File: config.mk
export PLATFORM = sky130hd
export DESIGN_NAME = dcache_miss_ctrl
export DESIGN_NICKNAME = d
export VERILOG_FILES = /design/src/rtl/dcache_miss_ctrl_pkg.sv /design/src/rtl/dcache_miss_ctrl_line_buffer.sv /design/src/rtl/dcache_miss_ctrl.sv
export SDC_FILE = /design/constraint.sdc
export NUM_CORES = 1
export LEC_CHECK = 0
export BUFFER_PORTS_ARGS = -buffer_cell sky130_fd_sc_hd__buf_2
export CELL_PAD_IN_SITES_DETAIL_PLACEMENT = 1
export CELL_PAD_IN_SITES_GLOBAL_PLACEMENT = 2
export CORE_UTILIZATION = 34
export DETAILED_ROUTE_END_ITERATION = 8
export GPL_ROUTABILITY_DRIVEN = 0
export GPL_TIMING_DRIVEN = 1
export PLACE_DENSITY_LB_ADDON = 0.1
export SLEW_MARGIN = 30
export SYNTH_ARGS = -nofsm -noshare
export SYNTH_HDL_FRONTEND = slang
export SYNTH_SLANG_ARGS = --single-unit
File: constraint.sdc
create_clock -name clk -period 13.1 [get_ports clk]
set_clock_uncertainty 0.1 [all_clocks]
set_input_delay 2.62 -clock clk [delete_from_list [all_inputs] [get_ports clk]]
set_output_delay 2.62 -clock clk [all_outputs]
set_load 0.02 [all_outputs]
File: src/rtl/dcache_miss_ctrl_pkg.sv
// Shared types for the dcache commit-side miss engine: request opcodes, tag word and FSM states.
package dcache_miss_ctrl_pkg;

  localparam int MC_WORDS_PER_LINE = 4;
  localparam int MC_WAY_NUM        = 2;
  localparam int MC_TAG_W          = 20;

  typedef enum logic [1:0] {
    LOAD_MISS  = 2'd0,
    STORE_MISS = 2'd1,
    UC_LOAD    = 2'd2,
    UC_STORE   = 2'd3
  } miss_op_e;

  typedef struct packed {
    logic [MC_TAG_W-1:0] tag;
    logic                v;
    logic                d;
  } cache_tag_t;

  typedef enum logic [3:0] {
    S_IDLE,
    S_WB_RD,
    S_WB_REQ,
    S_WB_DATA,
    S_RF_REQ,
    S_RF_DATA,
    S_RF_TAG,
    S_UC_REQ,
    S_UC_DATA,
    S_UC_RD,
    S_DONE
  } miss_state_e;

  // Byte-lane merge: lanes with strb set take new_w, the rest keep old_w.
  function automatic logic [31:0] merge_bytes(input logic [31:0] old_w,
                                              input logic [31:0] new_w,
                                              input logic [3:0]  strb);
    logic [31:0] res;
    res = old_w;
    for (int b = 0; b < 4; b++) begin
      if (strb[b]) res[8*b +: 8] = new_w[8*b +: 8];
    end
    return res;
  endfunction

endpackage

File: src/rtl/dcache_miss_ctrl_line_buffer.sv
// Victim line buffer: WORDS x 32 register file, one write port, one combinational read port.
module dcache_miss_ctrl_line_buffer #(
  parameter int WORDS = 4,
  parameter int IDX_W = 2
) (
  input  logic             clk,
  input  logic             rst,
  input  logic             i_we,
  input  logic [IDX_W-1:0] i_waddr,
  input  logic [31:0]      i_wdata,
  input  logic [IDX_W-1:0] i_raddr,
  output logic [31:0]      o_rdata
);

  logic [31:0] r_mem [WORDS];

  always_ff @(posedge clk or posedge rst) begin
    if (rst) begin
      for (int i = 0; i < WORDS; i++) r_mem[i] <= '0;
    end else if (i_we) begin
      r_mem[i_waddr] <= i_wdata;
    end
  end

  assign o_rdata = r_mem[i_raddr];

endmodule

File: src/rtl/dcache_miss_ctrl.sv
// Commit-side miss/uncached engine: victim writeback, line refill with store merge, uncached single beats.
// Multi-cycle per request; req_ready only in IDLE, bus request/write beats held until accepted.
module dcache_miss_ctrl
  import dcache_miss_ctrl_pkg::*;
#(
  parameter int WORDS_PER_LINE = MC_WORDS_PER_LINE,
  parameter int WAY_NUM        = MC_WAY_NUM,
  parameter int TAG_W          = MC_TAG_W
) (
  input  logic               clk,
  input  logic               rst,
  input  logic               req_valid,
  output logic               req_ready,
  input  logic [1:0]         req_op,
  input  logic [31:0]        req_paddr,
  input  logic [WAY_NUM-1:0] req_way,
  input  logic               req_dirty,
  input  logic [31:0]        req_dirty_addr,
  input  logic [31:0]        req_wdata,
  input  logic [3:0]         req_strb,
  output logic               resp_valid,
  output logic [31:0]        resp_rdata,
  output logic [WAY_NUM-1:0] cache_way,
  output logic [31:0]        cache_addr,
  output logic               cache_tag_we,
  output logic [TAG_W+1:0]   cache_tag_data,
  output logic [3:0]         cache_strb,
  output logic [31:0]        cache_wdata,
  input  logic [31:0]        cache_rdata,
  output logic               bus_req_valid,
  input  logic               bus_req_ready,
  output logic               bus_we,
  output logic [31:0]        bus_addr,
  output logic [1:0]         bus_len,
  output logic               bus_wvalid,
  input  logic               bus_wready,
  output logic [31:0]        bus_wdata,
  output logic [3:0]         bus_wstrb,
  output logic               bus_wlast,
  input  logic               bus_rvalid,
  input  logic [31:0]        bus_rdata,
  input  logic               bus_rlast
);

  localparam int IDX_W = $clog2(WORDS_PER_LINE);
  localparam int OFF_W = IDX_W + 2;
  localparam int CNT_W = IDX_W + 1;
  localparam logic [IDX_W-1:0] LAST_IDX  = IDX_W'(WORDS_PER_LINE - 1);
  localparam logic [CNT_W-1:0] RD_CYCLES = CNT_W'(WORDS_PER_LINE);
  localparam logic [1:0]       LINE_LEN  = 2'(WORDS_PER_LINE - 1);

  miss_state_e        r_state, w_state_nxt;
  logic [CNT_W-1:0]   r_cnt, w_cnt_nxt;
  miss_op_e           r_op;
  logic [WAY_NUM-1:0] r_way;
  logic [31:OFF_W]    r_dirty_line;
  logic [31:2]        r_paddr_w;
  logic [31:0]        r_wdata;
  logic [3:0]         r_strb;
  logic [31:0]        r_rdata, w_rdata_nxt;

  logic               w_accept;
  logic [IDX_W-1:0]   w_word_idx;
  logic               w_hit_word;
  logic [CNT_W-1:0]   w_cnt_m1;
  logic               w_buf_we;
  logic [31:0]        w_buf_rdata;
  cache_tag_t         w_tag;
  logic               w_unused;

  assign w_accept   = req_valid && (r_state == S_IDLE);
  assign w_word_idx = r_cnt[IDX_W-1:0];
  assign w_hit_word = (w_word_idx == r_paddr_w[OFF_W-1:2]);
  assign w_cnt_m1   = r_cnt - CNT_W'(1);
  assign w_tag      = '{tag: r_paddr_w[31:32-TAG_W], v: 1'b1, d: (r_op == STORE_MISS)};
  assign w_unused   = &{1'b0, req_paddr[1:0], req_dirty_addr[OFF_W-1:0]};
  assign resp_rdata = r_rdata;

  // Cache read data lags the address by one cycle, so WB_RD cycle k stores word k-1.
  assign w_buf_we = (r_state == S_WB_RD) && (r_cnt != '0);

  dcache_miss_ctrl_line_buffer #(
    .WORDS (WORDS_PER_LINE),
    .IDX_W (IDX_W)
  ) u_victim_buf (
    .clk     (clk),
    .rst     (rst),
    .i_we    (w_buf_we),
    .i_waddr (w_cnt_m1[IDX_W-1:0]),
    .i_wdata (cache_rdata),
    .i_raddr (w_word_idx),
    .o_rdata (w_buf_rdata)
  );

  always_ff @(posedge clk or posedge rst) begin
    if (rst) begin
      r_state      <= S_IDLE;
      r_cnt        <= '0;
      r_op         <= LOAD_MISS;
      r_way        <= '0;
      r_dirty_line <= '0;
      r_paddr_w    <= '0;
      r_wdata      <= '0;
      r_strb       <= '0;
      r_rdata      <= '0;
    end else begin
      r_state <= w_state_nxt;
      r_cnt   <= w_cnt_nxt;
      r_rdata <= w_rdata_nxt;
      if (w_accept) begin
        r_op         <= miss_op_e'(req_op);
        r_way        <= req_way;
        r_dirty_line <= req_dirty_addr[31:OFF_W];
        r_paddr_w    <= req_paddr[31:2];
        r_wdata      <= req_wdata;
        r_strb       <= (miss_op_e'(req_op) == UC_LOAD) ? 4'hF : req_strb;
      end
    end
  end

  always_comb begin
    w_state_nxt    = r_state;
    w_cnt_nxt      = r_cnt;
    w_rdata_nxt    = r_rdata;
    req_ready      = 1'b0;
    resp_valid     = 1'b0;
    cache_way      = '0;
    cache_addr     = '0;
    cache_tag_we   = 1'b0;
    cache_tag_data = '0;
    cache_strb     = '0;
    cache_wdata    = '0;
    bus_req_valid  = 1'b0;
    bus_we         = 1'b0;
    bus_addr       = '0;
    bus_len        = '0;
    bus_wvalid     = 1'b0;
    bus_wdata      = '0;
    bus_wstrb      = '0;
    bus_wlast      = 1'b0;

    case (r_state)
      S_IDLE: begin
        req_ready = 1'b1;
        if (req_valid) begin
          w_cnt_nxt = '0;
          case (miss_op_e'(req_op))
            UC_LOAD, UC_STORE: w_state_nxt = S_UC_REQ;
            default:           w_state_nxt = req_dirty ? S_WB_RD : S_RF_REQ;
          endcase
        end
      end

      S_WB_RD: begin
        cache_way  = r_way;
        cache_addr = {r_dirty_line, w_word_idx, 2'b00};
        if (r_cnt == RD_CYCLES) begin
          w_cnt_nxt   = '0;
          w_state_nxt = S_WB_REQ;
        end else begin
          w_cnt_nxt = r_cnt + CNT_W'(1);
        end
      end

      S_WB_REQ: begin
        bus_req_valid = 1'b1;
        bus_we        = 1'b1;
        bus_addr      = {r_dirty_line, OFF_W'(0)};
        bus_len       = LINE_LEN;
        if (bus_req_ready) w_state_nxt = S_WB_DATA;
      end

      S_WB_DATA: begin
        bus_wvalid = 1'b1;
        bus_wdata  = w_buf_rdata;
        bus_wstrb  = 4'hF;
        bus_wlast  = (w_word_idx == LAST_IDX);
        if (bus_wready) begin
          if (w_word_idx == LAST_IDX) begin
            w_cnt_nxt   = '0;
            w_state_nxt = S_RF_REQ;
          end else begin
            w_cnt_nxt = r_cnt + CNT_W'(1);
          end
        end
      end

      S_RF_REQ: begin
        bus_req_valid = 1'b1;
        bus_addr      = {r_paddr_w[31:OFF_W], OFF_W'(0)};
        bus_len       = LINE_LEN;
        if (bus_req_ready) w_state_nxt = S_RF_DATA;
      end

      S_RF_DATA: begin
        if (bus_rvalid) begin
          cache_way   = r_way;
          cache_addr  = {r_paddr_w[31:OFF_W], w_word_idx, 2'b00};
          cache_strb  = 4'hF;
          cache_wdata = bus_rdata;
          if (w_hit_word && (r_op == STORE_MISS))
            cache_wdata = merge_bytes(bus_rdata, r_wdata, r_strb);
          if (w_hit_word && (r_op == LOAD_MISS))
            w_rdata_nxt = bus_rdata;
          // Extra beats past the line end keep hitting the last word instead of wrapping.
          if (w_word_idx != LAST_IDX) w_cnt_nxt = r_cnt + CNT_W'(1);
          if (bus_rlast) w_state_nxt = S_RF_TAG;
        end
      end

      S_RF_TAG: begin
        cache_way      = r_way;
        cache_addr     = {r_paddr_w[31:OFF_W], OFF_W'(0)};
        cache_tag_we   = 1'b1;
        cache_tag_data = w_tag;
        w_state_nxt    = S_DONE;
      end

      S_UC_REQ: begin
        bus_req_valid = 1'b1;
        bus_we        = (r_op == UC_STORE);
        bus_addr      = {r_paddr_w, 2'b00};
        bus_len       = 2'd0;
        if (bus_req_ready) w_state_nxt = (r_op == UC_STORE) ? S_UC_DATA : S_UC_RD;
      end

      S_UC_DATA: begin
        bus_wvalid = 1'b1;
        bus_wdata  = r_wdata;
        bus_wstrb  = r_strb;
        bus_wlast  = 1'b1;
        if (bus_wready) w_state_nxt = S_DONE;
      end

      S_UC_RD: begin
        if (bus_rvalid) begin
          w_rdata_nxt = bus_rdata;
          w_state_nxt = S_DONE;
        end
      end

      S_DONE: begin
        resp_valid  = 1'b1;
        w_state_nxt = S_IDLE;
      end

      default: w_state_nxt = S_IDLE;
    endcase
  end

endmodule

# ---- After elaboration in Yosys (flattened, before gate mapping)
# Index checks and enable logic that the tools add are counted.
dict set report classes {
  add_sub_neg 2
  n_lt_le_gt_ge 3
  eq_ne 31
  n_mux 58
  bitwise_logic 2
  reduce_logical 18
}
# operator n
set ops {}
lappend ops {{2-to-1 mux 32 bit} 10}
lappend ops {{case mux 32 bit (3 select lines)} 2}
lappend ops {{bitwise mux 128 bit} 1}
lappend ops {{case mux 32 bit (2 select lines)} 2}
lappend ops {{binary-select mux 32 bit (select 2 bit)} 1}
lappend ops {{demux 32 bit (select 2 bit)} 1}
lappend ops {{2-to-1 mux 4 bit} 14}
lappend ops {{case mux 4 bit (10 select lines)} 1}
lappend ops {{2-to-1 mux 8 bit} 4}
lappend ops {{inequality test 2 bit (second input constant)} 13}
lappend ops {{2-to-1 mux 3 bit} 8}
lappend ops {{2-to-1 mux 22 bit} 1}
lappend ops {{== test 4 x 3 -> 1 bit (second input constant)} 4}
lappend ops {{== test 4 bit (second input constant)} 3}
lappend ops {{case mux 3 bit (4 select lines)} 1}
lappend ops {{AND reduction 11 bit} 1}
lappend ops {{== test 2 bit (second input constant)} 4}
lappend ops {{== test 4 x 2 -> 1 bit (second input constant)} 2}
lappend ops {{case mux 4 bit (2 select lines)} 1}
lappend ops {{OR reduction 2 bit} 4}
lappend ops {{greater-or-equal comparator 3 bit (second input constant)} 2}
lappend ops {{2-to-1 mux 1 bit} 6}
lappend ops {{inverter 2 -> 3 bit} 2}
lappend ops {{logical AND 1 bit} 5}
lappend ops {{other kinds (19)} 21}
dict set report totals {
  reg_bits 265
  inputBits 176
  output_inout_bits 201
  elab_cells 127
}

# ---- Depth between registers and ports, before layout
dict set report logic_depth {
  ltp_word 7
  mapped_depth 10
  depth_no_buf 7
}

# ---- By module
# Synthesis repeated with hierarchy kept, for this count alone.
dict set report hier_totals {
  hier_cells 936
  area_unflattened_um2 12823.5
}
# mod n_inst cells_each area_per_inst_um2
set modules_own_cells {}
lappend modules_own_cells {dcache_miss_ctrl 1 623 7302.0}
lappend modules_own_cells {dcache_miss_ctrl_line_buffer 1 313 5521.5}

# ---- Least setup slack after synthesis
# Ideal clock, no wire load.
dict set report synth_path {
  path_kind {input -> output}
  start {input bus_rvalid}
  end {output cache_strb[1]}
  arrival_ns 3.434
  required_time_ns 10.380
  slack_ns 6.946
  stages 4
  path_buffers 2
  path_cell_list {nand3_1 > clkbuf_1 > inv_1 > buf_4}
}
dict set report synth_between {
  elab_chain_cells 2
}
# element line_no
set synth_rtl {}
lappend synth_rtl {{start: declaration} dcache_miss_ctrl.sv:40} ;# input logic bus_rvalid,
lappend synth_rtl {{2-to-1 mux 4 bit} dcache_miss_ctrl.sv:196} ;# if (bus_rvalid) begin
lappend synth_rtl {{2-to-1 mux 4 bit} dcache_miss_ctrl.sv:142} ;# case (r_state)
lappend synth_rtl {{end: declaration} dcache_miss_ctrl.sv:27} ;# output logic [3:0] cache_strb,
# No other way between the ends.

# ---- Worst setup path in the final report
dict set report layout_path {
  start {input bus_rvalid}
  end {output cache_addr[29]}
}
dict set report layout_between {
  elab_chain_cells 2
}
# element line_no
set layout_rtl {}
lappend layout_rtl {{2-to-1 mux 32 bit} dcache_miss_ctrl.sv:196}
lappend layout_rtl {{case mux 32 bit (3 select lines)} dcache_miss_ctrl.sv:142}
lappend layout_rtl {{end: declaration} dcache_miss_ctrl.sv:24} ;# output logic [31:0] cache_addr,
# No other way between the ends.

==> metrics <==
status finished clean; wire per inst 22.01 um; Main synth FF type dfrtp_1; Post-DP HPWL 26,460 um; multi-input logic area 0.005828 mm2; vias in the first global route 9,919; setup TNS 0 ns; synthesized cell area 0.01279 mm2; drt via density 5.145; Avg Cell Area, Syn 13.53 um2; Critical R2R Capture resp_rdata[2]; synthesis-to-finish area growth 26.88%; largest cells by area after synthesis dfrtp_1, mux2_2, a22o_1; Total Power 0.004114 W; clk_lat worst skew 0.50 ns; buffers and inverters on the worst path 3; FF-to-FF Start r_state[2]; #FFs+latches synth 265; Die X 196.0 um; IO Port Bufs 366; Via Count 9,195; R2R setup slack 9.63 ns; worst-path cell chain buf_2 -> nand2_1 -> a21oi_2 -> buf_4 -> a22o_1 -> buf_2; Post-synth EDFFs 0; DIE AREA 0.03840 mm2; Post CTS Setup Buffer Count 0; Ys Warns 0; Gate power share 42.3%; final antenna-violating net count 0; final hold viol count 0; Initial Utilization 34.77%; Final setup viols 0; total I/O pin count 377; core region area 0.03679 mm2; element type at the critical path start input port; Slew HR 48.33%; hold buffers post-CTS 0; Synth Instances 945; Num CTS Buffers 34; Worst-Margin Slew 0.7733 ns; flip-flop and latch area 0.006634 mm2; Hold Crit Depth 1; Post-synth ARST share 100.0%; Critical Path RT 10.38 ns; Peak supply drop 0.1060 mV; CP Class in -> out; final core occ 44.12%; Crit path largest cell delay 0.37 ns; Synth top cells by count dfrtp_1, mux2_2, a22o_1, nor2_1, buf_2; most numerous cell in the Yosys netlist dfrtp_1; fin area 0.01623 mm2; area leader, netlist dfrtp_1; Yosys cell types 50; CTS tree built; power density cells 253.5 mW/mm2; RSZ-0062 raised after global routing no; slowest stage cell, crit path buf_4; switching share of power 37.67%; maxcap violations 0; clk buf depth 3; # clock sinks 265; initial antenna violation count 11; # fillers 3,903; maximum number of pins on one net before global-route repair 123; worst-path fanout max 30; P_int 0.002564 W; hold_sp u_victim_buf.r_mem[39]; global route overflow 0; crit share post-route 50.11%; first-pass GRT wire length 60,890 um; clock slew at reported path FFs 0.06 ns; # rows 70; f_max 152.4 MHz; Final Critical Period 6.564 ns; initial DRC count 236; R2R cell count 7; family with the most delay on the worst path buffers and inverters; # nets final 1,469; nature of the critical path endpoint output port; Sequential Power Share 34.8%; Clock power frac 22.9%; sw power 0.001550 W; share of layout cells above drive strength 1 55.50%; DRC viols 0; area share of the largest cell type after synthesis 51.85%; CTS Root Cell clkbuf_16; H-tree depth 2; Critical Path AT 3.84 ns; Most Frequent Cell on Critical Path buf_2; worst hold path type reg -> reg; Hold Path Sink u_victim_buf.r_mem[39]; total leakage power 8.053 nW; DP Cell Count 1,717; DRT Pass-1 Iters 5; PostCTS Resize Cnt 0; Seq/Total Area, Yosys 51.85%; final WL 39,330 um; Area after DPL 0.01503 mm2; final cell count without fillers 1,787; GRT Util Overall 20.66%; Max Transition Viols Final 0; die height 196.0 um
-- layout by cell type (no fill, tap or decap), types with 3 or more instances in the layout --
| cell | n |
|---|---|
| a21oi_1 | 4 |
| a22o_1 | 88 |
| and3_1 | 22 |
| and3b_1 | 3 |
| buf_2 | 366 |
| buf_4 | 11 |
| buf_6 | 3 |
| clkbuf_1 | 9 |
| clkbuf_16 | 37 |
| clkbuf_8 | 7 |
| clkinv_2 | 5 |
| conb_1 | 4 |
| dfrtp_1 | 263 |
| diode_2 | 9 |
| ha_1 | 7 |
| inv_1 | 7 |
| mux2_1 | 15 |
| mux2_2 | 239 |
| mux2i_1 | 33 |
| mux4_2 | 32 |
| nand2_1 | 29 |
| nand2_4 | 5 |
| nand3_1 | 3 |
| nand4_1 | 3 |
| nor2_1 | 47 |
| nor3_1 | 3 |
| nor3_2 | 3 |
| nor3b_1 | 4 |
| o21ai_0 | 12 |
| or2_2 | 3 |
-- final cells by class --
type	instances	share of cell area, %
inverters	9	0.2544
repair buffers	381	12.17
clock inverters	7	0.5243
multi-input cells	595	35.91
well taps	468	3.608
clock buffers	53	6.507
diodes	9	0.1388
flip-flops and latches	265	40.88
-- metrics by stage --
step                setup WS (ns)  hold slack [ns]
floorplan                   3.083           0.3589
global placement            6.232           0.3683
detailed placement          6.520           0.3787
CTS                         6.513           0.3919
global route                6.455           0.4062
finish                      6.536           0.3877
-- logic make-up (layout without fill, tap and decap cells) --
logic type | Yosys count | in the layout | synth area share [%]
AOI/OAI and AO/OA | 123 | 123 | 7.865
xor gates and xnor gates | 3 | 3 | 0.2055
adders and majority gates | 7 | 7 | 0.6848
buffers and inverters | 88 | 450 | 3.336
DFF | 265 | 265 | 51.85
muxes | 319 | 319 | 30.58
other | 1 | 13 | 0.02932
and+or+nand+nor | 139 | 139 | 5.449
-- metal layers --
metal	share of wire, %	vias up	GRT usage [%]
met5	0.12	-	0
met4	1.4	8	4.543
met3	6.6	47	5.415
met2	49	245	34.53
met1	42	4730	26.84
li1	-	4165	-
-- power groups by stage --
stage | Combinational [W] | Sequential (W) | Clock (W)
2_1_floorplan | 0.00124 | 0.00139 | 0
3_3_place_gp | 0.00175 | 0.00143 | 0
3_5_place_dp | 0.00177 | 0.00145 | 0
4_1_cts | 0.00178 | 0.00143 | 0.000973
5_1_grt | 0.00188 | 0.00149 | 0.00101
6_report | 0.00174 | 0.00143 | 0.000940
-- how the worst max path moves through the flow --
stage | start | end | slack (ns) | cells after the start
3_3_place_gp | bus_rvalid | cache_wdata[29] | 6.23 | 4
5_1_grt | bus_rvalid | cache_addr[5] | 6.45 | 6
2_1_floorplan | rst | r_cnt[0] | 3.08 | 1
4_1_cts | bus_rvalid | cache_addr[27] | 6.51 | 6
6_report | bus_rvalid | cache_addr[29] | 6.54 | 6
3_5_place_dp | bus_rvalid | cache_addr[27] | 6.52 | 6
-- state kept, by name, summed over array words and instances, names as in the netlist --
name,count
r_state,4
r_strb,4
r_paddr_w,30
resp_rdata,32
r_cnt,3
r_op,2
r_wdata,32
r_dirty_line,28
u_victim_buf.r_mem,128
r_way,2
No activity file was read; power rests on OpenSTA's default activity.
